## src/rtl/lmc1992_pkg.sv

```systemverilog
// Shared definitions for the LMC1992 microwire receiver.
// Function codes, register limits, reset defaults, FSM states, the
// attenuation-to-linear-gain table and small clamp helpers.
package lmc1992_pkg;

  localparam int FRAME_BITS = 11;

  localparam logic [2:0] FN_MIX    = 3'b000;
  localparam logic [2:0] FN_BASS   = 3'b001;
  localparam logic [2:0] FN_TREBLE = 3'b010;
  localparam logic [2:0] FN_MASTER = 3'b011;
  localparam logic [2:0] FN_RIGHT  = 3'b100;
  localparam logic [2:0] FN_LEFT   = 3'b101;

  localparam logic [3:0] MAX_TONE   = 4'd12;
  localparam logic [5:0] MAX_MASTER = 6'd40;
  localparam logic [4:0] MAX_SIDE   = 5'd20;

  localparam logic [1:0] RST_MIX  = 2'b01;
  localparam logic [3:0] RST_TONE = 4'd6;
  localparam logic [7:0] RST_GAIN = 8'd255;

  typedef enum logic [1:0] {IDLE, SHIFT, CHECK} state_t;

  // round_half_up(255 * 10^(-k/10)) in 2 dB steps; everything from k=28 on
  // rounds to zero, and k>=40 is forced to zero anyway.
  localparam logic [0:60][7:0] GAIN_TABLE = {
    8'd255, 8'd203, 8'd161, 8'd128, 8'd102, 8'd81, 8'd64, 8'd51,
    8'd40,  8'd32,  8'd26,  8'd20,  8'd16,  8'd13, 8'd10, 8'd8,
    8'd6,   8'd5,   8'd4,   8'd3,   8'd3,   8'd2,  8'd2,  8'd1,
    8'd1,   8'd1,   8'd1,   8'd1,   {33{8'd0}}
  };

  function automatic logic [3:0] clamp_tone(logic [3:0] v);
    return (v > MAX_TONE) ? MAX_TONE : v;
  endfunction

  function automatic logic [5:0] clamp_master(logic [5:0] v);
    return (v > MAX_MASTER) ? MAX_MASTER : v;
  endfunction

  function automatic logic [4:0] clamp_side(logic [4:0] v);
    return (v > MAX_SIDE) ? MAX_SIDE : v;
  endfunction

endpackage

```

## src/rtl/lmc1992_receiver_if.sv

```systemverilog
// Microwire pins plus the decoded register / gain outputs of the receiver.
// master: the shifter side (drives the microwire lines, observes results).
// slave : the receiver.
interface lmc1992_receiver_if;
  logic       mw_clk;
  logic       mw_data;
  logic       mw_en_n;
  logic [1:0] mix;
  logic [3:0] bass;
  logic [3:0] treble;
  logic [5:0] master_vol;
  logic [4:0] left_vol;
  logic [4:0] right_vol;
  logic [7:0] gain_left;
  logic [7:0] gain_right;
  logic       cmd_valid;
  logic       frame_err;

  modport master (
    output mw_clk, mw_data, mw_en_n,
    input  mix, bass, treble, master_vol, left_vol, right_vol,
           gain_left, gain_right, cmd_valid, frame_err
  );

  modport slave (
    input  mw_clk, mw_data, mw_en_n,
    output mix, bass, treble, master_vol, left_vol, right_vol,
           gain_left, gain_right, cmd_valid, frame_err
  );
endinterface

```

## src/rtl/lmc_gain_lut.sv

```systemverilog
// Attenuation step (2 dB units, 0..60) to linear 8-bit gain.
// step in 6, gain out 8. Purely combinational.
module lmc_gain_lut
  import lmc1992_pkg::*;
(
  input  logic [5:0] step,
  output logic [7:0] gain
);
  assign gain = (step >= 6'd40) ? 8'd0 : GAIN_TABLE[step];
endmodule

```

## src/rtl/lmc1992_receiver.sv

```systemverilog
// LMC1992 microwire slave: synchronises MWCLK/MWDATA/MWE_N, deserialises
// 11-bit frames, updates tone/mix/volume registers and derives L/R gains.
// Ports: clk32 (32 MHz), reset (async, active high), bus (slave modport:
// microwire inputs, register/gain outputs, cmd_valid/frame_err pulses).
module lmc1992_receiver
  import lmc1992_pkg::*;
#(
  parameter int         SYNC_STAGES = 2,
  parameter logic [1:0] DEV_ADDR    = 2'b10
) (
  input logic            clk32,
  input logic            reset,
  lmc1992_receiver_if.slave bus
);
  logic [SYNC_STAGES-1:0] clk_sync, dat_sync, en_sync;
  logic clk_q, en_q;
  logic clk_rise, en_rise, en_fall, data;

  // en_n resets high so reset release never looks like a frame start.
  always_ff @(posedge clk32 or posedge reset) begin
    if (reset) begin
      clk_sync <= '0;
      dat_sync <= '0;
      en_sync  <= '1;
      clk_q    <= 1'b0;
      en_q     <= 1'b1;
    end else begin
      clk_sync <= {clk_sync[SYNC_STAGES-2:0], bus.mw_clk};
      dat_sync <= {dat_sync[SYNC_STAGES-2:0], bus.mw_data};
      en_sync  <= {en_sync[SYNC_STAGES-2:0], bus.mw_en_n};
      clk_q    <= clk_sync[SYNC_STAGES-1];
      en_q     <= en_sync[SYNC_STAGES-1];
    end
  end

  assign data     = dat_sync[SYNC_STAGES-1];
  assign clk_rise = clk_sync[SYNC_STAGES-1] & ~clk_q;
  assign en_rise  = en_sync[SYNC_STAGES-1] & ~en_q;
  assign en_fall  = ~en_sync[SYNC_STAGES-1] & en_q;

  state_t      state, state_n;
  logic [10:0] sr, sr_n;
  logic [3:0]  cnt, cnt_n;
  logic        set_err, set_valid;
  logic [2:0]  fn;
  logic [5:0]  d;

  assign fn = sr[8:6];
  assign d  = sr[5:0];

  always_ff @(posedge clk32 or posedge reset) begin
    if (reset) begin
      state <= IDLE;
      sr    <= '0;
      cnt   <= '0;
    end else begin
      state <= state_n;
      sr    <= sr_n;
      cnt   <= cnt_n;
    end
  end

  always_comb begin
    state_n   = state;
    sr_n      = sr;
    cnt_n     = cnt;
    set_err   = 1'b0;
    set_valid = 1'b0;
    unique case (state)
      IDLE: if (en_fall) begin
        state_n = SHIFT;
        sr_n    = '0;
        cnt_n   = '0;
      end
      SHIFT: begin
        if (en_fall) begin
          sr_n  = '0;
          cnt_n = '0;
        end else begin
          // A clock edge coinciding with the closing edge still counts.
          if (clk_rise) begin
            sr_n = {sr[9:0], data};
            if (cnt != 4'hF) cnt_n = cnt + 4'd1;
          end
          if (en_rise) state_n = CHECK;
        end
      end
      CHECK: begin
        state_n = IDLE;
        if (cnt != 4'(FRAME_BITS)) set_err = 1'b1;
        else if (sr[10:9] == DEV_ADDR && fn <= FN_LEFT) set_valid = 1'b1;
      end
      default: state_n = IDLE;
    endcase
  end

  logic [5:0] step_l, step_r;
  logic [7:0] lut_l, lut_r;

  assign step_l = (MAX_MASTER - bus.master_vol) + 6'(MAX_SIDE - bus.left_vol);
  assign step_r = (MAX_MASTER - bus.master_vol) + 6'(MAX_SIDE - bus.right_vol);

  lmc_gain_lut u_lut_l (.step(step_l), .gain(lut_l));
  lmc_gain_lut u_lut_r (.step(step_r), .gain(lut_r));

  always_ff @(posedge clk32 or posedge reset) begin
    if (reset) begin
      bus.mix        <= RST_MIX;
      bus.bass       <= RST_TONE;
      bus.treble     <= RST_TONE;
      bus.master_vol <= MAX_MASTER;
      bus.left_vol   <= MAX_SIDE;
      bus.right_vol  <= MAX_SIDE;
      bus.gain_left  <= RST_GAIN;
      bus.gain_right <= RST_GAIN;
      bus.cmd_valid  <= 1'b0;
      bus.frame_err  <= 1'b0;
    end else begin
      // Gains track the volume registers with one cycle of latency.
      bus.gain_left  <= lut_l;
      bus.gain_right <= lut_r;
      bus.cmd_valid  <= set_valid;
      bus.frame_err  <= set_err;
      if (set_valid) begin
        unique case (fn)
          FN_MIX:    bus.mix        <= d[1:0];
          FN_BASS:   bus.bass       <= clamp_tone(d[3:0]);
          FN_TREBLE: bus.treble     <= clamp_tone(d[3:0]);
          FN_MASTER: bus.master_vol <= clamp_master(d);
          FN_RIGHT:  bus.right_vol  <= clamp_side(d[4:0]);
          FN_LEFT:   bus.left_vol   <= clamp_side(d[4:0]);
          default: ;
        endcase
      end
    end
  end
endmodule

```

## src/flat_wrapper.sv

```systemverilog
// flat-port wrapper written by rule: the top's interface ports become plain ports
module lmc1992_receiver_flat import lmc1992_pkg::*;
#(
  parameter int         SYNC_STAGES = 2,
  parameter logic [1:0] DEV_ADDR    = 2'b10
)
  (clk32, reset, bus_mw_clk, bus_mw_data, bus_mw_en_n, bus_mix, bus_bass, bus_treble, bus_master_vol, bus_left_vol, bus_right_vol, bus_gain_left, bus_gain_right, bus_cmd_valid, bus_frame_err);
  lmc1992_receiver_if bus_i ();
  input logic clk32;
  input logic reset;
  input wire logic [$bits(bus_i.mw_clk)-1:0] bus_mw_clk;
  input wire logic [$bits(bus_i.mw_data)-1:0] bus_mw_data;
  input wire logic [$bits(bus_i.mw_en_n)-1:0] bus_mw_en_n;
  output wire logic [$bits(bus_i.mix)-1:0] bus_mix;
  output wire logic [$bits(bus_i.bass)-1:0] bus_bass;
  output wire logic [$bits(bus_i.treble)-1:0] bus_treble;
  output wire logic [$bits(bus_i.master_vol)-1:0] bus_master_vol;
  output wire logic [$bits(bus_i.left_vol)-1:0] bus_left_vol;
  output wire logic [$bits(bus_i.right_vol)-1:0] bus_right_vol;
  output wire logic [$bits(bus_i.gain_left)-1:0] bus_gain_left;
  output wire logic [$bits(bus_i.gain_right)-1:0] bus_gain_right;
  output wire logic [$bits(bus_i.cmd_valid)-1:0] bus_cmd_valid;
  output wire logic [$bits(bus_i.frame_err)-1:0] bus_frame_err;
  assign bus_i.mw_clk = bus_mw_clk;
  assign bus_i.mw_data = bus_mw_data;
  assign bus_i.mw_en_n = bus_mw_en_n;
  assign bus_mix = bus_i.mix;
  assign bus_bass = bus_i.bass;
  assign bus_treble = bus_i.treble;
  assign bus_master_vol = bus_i.master_vol;
  assign bus_left_vol = bus_i.left_vol;
  assign bus_right_vol = bus_i.right_vol;
  assign bus_gain_left = bus_i.gain_left;
  assign bus_gain_right = bus_i.gain_right;
  assign bus_cmd_valid = bus_i.cmd_valid;
  assign bus_frame_err = bus_i.frame_err;
  lmc1992_receiver #(.SYNC_STAGES(SYNC_STAGES), .DEV_ADDR(DEV_ADDR)) u_core (.clk32(clk32), .reset(reset), .bus(bus_i));
endmodule
```

## config.mk

```make
export PLATFORM = sky130hd
export DESIGN_NAME = lmc1992_receiver_flat
export DESIGN_NICKNAME = d
export VERILOG_FILES = /design/src/rtl/lmc1992_pkg.sv /design/src/rtl/lmc1992_receiver_if.sv /design/src/rtl/lmc_gain_lut.sv /design/src/rtl/lmc1992_receiver.sv /design/src/flat_wrapper.sv
export SDC_FILE = /design/constraint.sdc
export NUM_CORES = 1
export LEC_CHECK = 0
export CAP_MARGIN = 40
export CORE_UTILIZATION = 51
export DETAILED_ROUTE_END_ITERATION = 12
export GPL_TIMING_DRIVEN = 0
export PLACE_DENSITY_LB_ADDON = 0.25
export SYNTH_ARGS = -nofsm -noshare
export SYNTH_HDL_FRONTEND = slang
export SYNTH_SLANG_ARGS = --single-unit
export TNS_END_PERCENT = 10
```

## constraint.sdc

```tcl
create_clock -name clk32 -period 3.2 [get_ports clk32]
set_input_delay 0.96 -clock clk32 [delete_from_list [all_inputs] [get_ports clk32]]
set_output_delay 0.96 -clock clk32 [all_outputs]
set_load 0.005 [all_outputs]
```

; Word level (Yosys, flattened, before mapping)
; Memories as Yosys holds them, arrays and structs flattened.
; Cells that the tools add are included.
[totals]
reg_bits = 69
latchBits = 0
ramBits = 0
rom_bits = 1024
input_bits = 5
memories = 2
[classes]
addsub = 6
n_mul = 0
div_mod_pow = 0
order_cmp = 8
n_eq_ne = 15
shifts = 0
mux = 27
bitwise = 8
reduce_logical = 13
[mem_list]
columns = name, depth, width, rd, rd_ports_with_merged_regs, wr, line_no
row1 = (no name shown), 64, 8, 1, 0, 0, lmc_gain_lut.sv:9  ; assign gain = (step >= 6'd40) ? 8'd0 : GAIN_TABLE[step];
row2 = (no name shown), 64, 8, 1, 0, 0, lmc_gain_lut.sv:9
[op_table]
columns = operator, n
row1 = $mux W8, 6
row2 = $mux W11, 3
row3 = $pmux W11 S2, 1
row4 = $mux W4, 5
row5 = $ge A7 B7 Y1 const B, 2
row6 = $not A6 Y7, 2
row7 = $add A6 B6 Y6, 2
row8 = $ge A6 B6 Y1 const B, 2
row9 = $reduce_and A2 Y1, 6
row10 = $sub A5 B5 Y6 const A, 2
row11 = $ne A4 B4 Y1 const B, 2
row12 = $pmux W4 S2, 1
row13 = $eq A3 B2 Y1 const B, 2
row14 = $eq A3 B3 Y1 const B, 2
row15 = $gt A6 B6 Y1 const B, 1
row16 = $mux W2, 3
row17 = $mux W6, 1
row18 = $ne A3 B1 Y1 const B, 2
row19 = $reduce_and A3 Y1, 2
row20 = $sub A6 B6 Y6 const A, 1
row21 = $gt A5 B5 Y1 const B, 1
row22 = $mux W1, 5
row23 = $mux W5, 1
row24 = $add A4 B1 Y4 const B, 1
row25 = 15 further kinds, 21

; Logic depth before layout (Yosys ltp)
[logic_depth]
ltp_word = 7
ltp_mapped = 13
depth_no_buf = 13

; Hierarchy
; A second synthesis with hierarchy kept.
[unflattened]
hier_cells = 360
area_unflattened_um2 = 3847.4
[modules_own_cells]
columns = mod, instances, cells_per_inst, area_per_inst_um2, seq_area_each_um2
row1 = lmc1992_receiver, 1, 266, 3114.2, 1764.2
row2 = lmc_gain_lut, 2, 47, 366.6, 0.0

; Worst setup path after synthesis
; Ideal clock, no wire load.
[synth_path]
path_type = flip-flop to flip-flop
startpoint = register u_core.bus.master_vol[0]
endpoint = register u_core.bus.gain_left[4] (netlist bit)
setup_time_ns = 0.105
t_arrival_ns = 2.632
required_ns = 3.095
path_slack_ns = 0.463
path_stages_with_launch = 12
cell_sequence = dfrtp_1 -> inv_1 -> ha_1 -> ha_1 -> ha_1 -> inv_1 -> fa_1 -> nand2b_1 -> a21oi_1 -> xor2_1 -> xnor2_2 -> a2111oi_2
[synth_between]
elab_chain_len = 7
[synth_rtl]
columns = item, line_no
row1 = from (decl), lmc1992_receiver_if.sv:27  ; output mix, bass, treble, master_vol, left_vol, right_vol,
row2 = from (signal assigned), lmc1992_receiver.sv:129  ; FN_MASTER: bus.master_vol <= clamp_master(d);
row3 = $sub A6 B6 Y6 (*), lmc1992_receiver.sv:100  ; assign step_l = (MAX_MASTER - bus.master_vol) + 6'(MAX_SIDE - bus.left_vol);
row4 = $add A6 B6 Y6 (*), lmc1992_receiver.sv:100
row5 = $not A6 Y7 (not written as such), lmc_gain_lut.sv:9
row6 = $mem_v2 Z64 W8, -
row7 = $mux W8 (not written as such) (2 in a row), lmc_gain_lut.sv:9
row8 = $mux W8 (*), lmc_gain_lut.sv:9
row9 = named net u_core.lut_l[4], lmc1992_receiver.sv:98  ; logic [7:0] lut_l, lut_r;
row10 = to (signal assigned), lmc1992_receiver.sv:120  ; bus.gain_left <= lut_l;
row11 = to (decl), lmc1992_receiver_if.sv:28  ; gain_left, gain_right, cmd_valid, frame_err
; The timed path passes the listed nets; every way through them passes the cells marked *. The select of a mux whose other input is x is not followed.
; A chain may end at the register's enable or synchronous reset.

; Final worst setup path
[layout_path]
startpoint = register u_core.bus.master_vol[0]
endpoint = register u_core.bus.gain_right[4] (netlist bit)
[layout_between]
elab_chain_len = 7
[layout_rtl]
columns = item, line_no
row1 = $sub A6 B6 Y6 (*), lmc1992_receiver.sv:101  ; assign step_r = (MAX_MASTER - bus.master_vol) + 6'(MAX_SIDE - bus.right_vol);
row2 = $add A6 B6 Y6 (*), lmc1992_receiver.sv:101
row3 = $not A6 Y7 (not written as such), lmc_gain_lut.sv:9
row4 = $mem_v2 Z64 W8, -
row5 = $mux W8 (not written as such) (2 in a row), lmc_gain_lut.sv:9
row6 = $mux W8 (*), lmc_gain_lut.sv:9
row7 = named net u_core.lut_r[4], lmc1992_receiver.sv:98
row8 = to (signal assigned), lmc1992_receiver.sv:121  ; bus.gain_right <= lut_r;
row9 = to (decl), lmc1992_receiver_if.sv:28
; Marked as above.

==> impl_metrics.json <==
{
  "wl_mm": 6.84,
  "met3_usage_pct": 4.24,
  "vdd_drop_max_v": 0.000328,
  "firstDrtPassIters": 4,
  "htreeDepth": 3,
  "wire_per_inst_um": 12.9,
  "syn_inst": 368,
  "netlist_area_um2": 3740,
  "row_count": 30,
  "grt_usage_pct": 19.6,
  "ys_seq_area_share_pct": 47.2,
  "cts.repair.resized": 0,
  "cts_made_buffers": 9,
  "worst_slack_ps": 118,
  "hold_depth": 0,
  "required_ps": 3440,
  "final_common_cell": "nand2_1",
  "place_ws_ps": 94.3,
  "die_h_um": 87.6,
  "fillers": 546,
  "grt_pass1_vias": 2536,
  "synth_nets": 407,
  "io_buffers": 48,
  "min_from": "u_core.clk_sync[0]",
  "post-route-min-period_ps": 3080,
  "synth.avg_cell_area_um2": 10.2,
  "setup_viol": 0,
  "grt_pass1_wl_mm": 11.5,
  "hold_class": "flop to flop",
  "clkLatencyLatePin_ps": 350,
  "cts_root_buf": "clkbuf_8",
  "power_density_nw_per_um2": 369,
  "fin_crit_sh_pct": 96.3,
  "cts_tree": "yes",
  "synth_top_area_cell": "dfrtp_1",
  "core-area_um2": 6940,
  "hold_ws_ps": 351,
  "cts_setup_buffers": 0,
  "clkTransAtPathRegs_ps": 80,
  "syn_to_final_growth_pct": 22.4,
  "cap_violations": 0,
  "use_met1_pct": 23.5,
  "max_freq_mhz": 324,
  "hold_buffers": 0,
  "crit_type": "flop to flop",
  "antenna_cells": 0,
  "skew_ps": 14.6,
  "tightest_slew_ps": 722,
  "die_w_um": 87.6,
  "dieArea_um2": 7680,
  "total_power_w": 0.00169,
  "slew_violations": 0,
  "clockBufferDepth": 2,
  "worstHoldEndpoint": "u_core.clk_sync[1]",
  "grt.met2_usage_pct": 34.5,
  "start_util_pct": 53.9,
  "drtAntennaViolNets": 0,
  "ys_warn_count": 0,
  "antenna_found_initial": 0,
  "synth.area.top_cells": "dfrtp_1 (26%), dfstp_2 (21%), ha_1 (11%), nand2_1 (4.9%), mux2_2 (4.8%)",
  "start_kind": "flop",
  "drc": 0,
  "r2r_setup_slack_ps": 120,
  "grt_busiest_layer": "met2",
  "outcome": "finished clean",
  "r2r-end": "u_core.bus.gain_right[4]",
  "num_vias": 2785,
  "cp-end-kind": "flop",
  "drive_gt1_share_pct": 17.8,
  "layout_common_cells": "nand2_1 (49), clkdlybuf4s50_1 (48), dfrtp_1 (39)",
  "dpl.hpwl_mm": 5.04,
  "grt_max_degree": 38,
  "clkSinkCount": 69,
  "final_nets": 467,
  "synth_top_area_share_pct": 26.1,
  "arrival_ps": 3320,
  "vias_per_cell": 5.26,
  "reg2regPathDepth": 11,
  "drt_iter0_markers": 93,
  "synth_cell_types": 39,
  "ioPinCount": 49,
  "r2r_start": "u_core.bus.master_vol[0]",
  "p_leak_nw": 1.92,
  "ys_ff_latch": 69,
  "tns_ps": 0,
  "grt-ovfl-total": 0,
  "slew_headroom_pct": 51.8,
  "hold_viol": 0,
  "cp_max_fo": 8,
  "gp_congestion": 0.809
}
[where the power goes]
part	total, W	internal, W	leakage [nW]	switching [W]
Clock	0.000677	0.000359	0.0866	0.000317
Sequential	0.000923	0.000899	0.838	0.0000246
Combinational	0.0000887	0.0000337	0.992	0.0000550
Total	0.00169	0.00129	1.92	0.000397
[critical path: stages (launching register included)]
cell and delay [ps]:
dfrtp_1 400, inv_1 120, ha_1 360, ha_1 310, ha_1 170, inv_1 50
fa_1 460, nand2b_1 200, a21oi_1 170, xor2_1 240, xnor2_2 170, a2111oi_2 320
[registers in the layout (all words and copies together) (netlist names), 4 cells and up]
signal,cells
u_core.bus.gain_left,8
u_core.sr,11
u_core.bus.master_vol,6
u_core.bus.right_vol,5
u_core.cnt,4
u_core.bus.treble,4
u_core.bus.left_vol,5
u_core.bus.bass,4
u_core.bus.gain_right,8
[cells by family after synthesis]
group / Yosys count / synth area share, %
DFF: 69 / 47.2
adders and majority gates: 34 / 11.8
muxes: 18 / 5.35
and+or+nand+nor: 112 / 14.5
AOI/OAI and AO/OA: 75 / 11.9
xor gates and xnor gates: 17 / 4.78
buffers and inverters: 43 / 4.45
[final cells by class]
type,count,area (um2),area share [%]
Multi-Input combinational cell,256,1840,40.2
Sequential cell,69,1760,38.5
Timing Repair Buffer,49,500,10.9
Clock buffer,12,135,2.95
Tap cell,96,120,2.62
Inverter,30,113,2.46
Buffer,13,53.8,1.18
Clock inverter,4,50.0,1.09
[cell usage after synthesis]
| library cell | number |
|---|---|
| nand2_1 | 49 |
| dfrtp_1 | 39 |
| ha_1 | 32 |
| dfstp_2 | 30 |
| inv_1 | 30 |
| o21ai_0 | 30 |
| a21oi_1 | 26 |
| nor2_1 | 17 |
| mux2_2 | 16 |
| nor3_1 | 14 |
| clkbuf_1 | 11 |
| a211oi_1 | 8 |
| xnor2_1 | 8 |
| nand3_1 | 7 |
| a21o_1 | 6 |
| and3b_1 | 5 |
| xor2_1 | 5 |
| nand2b_1 | 4 |
| or3_1 | 4 |
| xnor2_2 | 3 |
| a2111oi_2 | 2 |
| a21boi_0 | 2 |
| fa_1 | 2 |
| mux2i_1 | 2 |
| nor4_1 | 2 |
| a21oi_4 | 1 |
| and2_1 | 1 |
| and3_1 | 1 |
| and4bb_2 | 1 |
| buf_2 | 1 |
| buf_4 | 1 |
| nand3b_1 | 1 |
| nand4_1 | 1 |
| nand4bb_1 | 1 |
| nor2b_1 | 1 |
| nor3b_1 | 1 |
| nor4b_1 | 1 |
| or3_4 | 1 |
| xor2_2 | 1 |
[per-layer routing]
layer	vias to the layer above	share of wire, %
li1	1367	-
met1	1342	42
met2	67	53
met3	9	3.8
met4	0	1.2
met5	-	0
[per-stage QoR]
stage          cell area (um2)  std cells  util [%]
4_1_cts                   4550        529      65.5
6_report                  4580        529      65.9
5_1_grt                   4580        529      65.9
2_1_floorplan             3740        368         -
3_5_place_dp              4360        513      62.8
3_3_place_gp              4340        512      62.5
[how the worst max path moves through the flow]
stage	from	end	slack [ps]	cells past startpoint
2_1_floorplan	u_core.bus.master_vol[0]	u_core.bus.gain_left[4]	460	11
3_3_place_gp	reset	u_core.bus.bass[0]	-540	2
3_5_place_dp	u_core.bus.master_vol[0]	u_core.bus.gain_right[0]	90	10
4_1_cts	u_core.bus.master_vol[0]	u_core.bus.gain_right[0]	90	10
5_1_grt	u_core.bus.master_vol[0]	u_core.bus.gain_right[4]	-20	11
6_report	u_core.bus.master_vol[0]	u_core.bus.gain_right[4]	120	11
No activity file was read; power rests on OpenSTA's default activity.
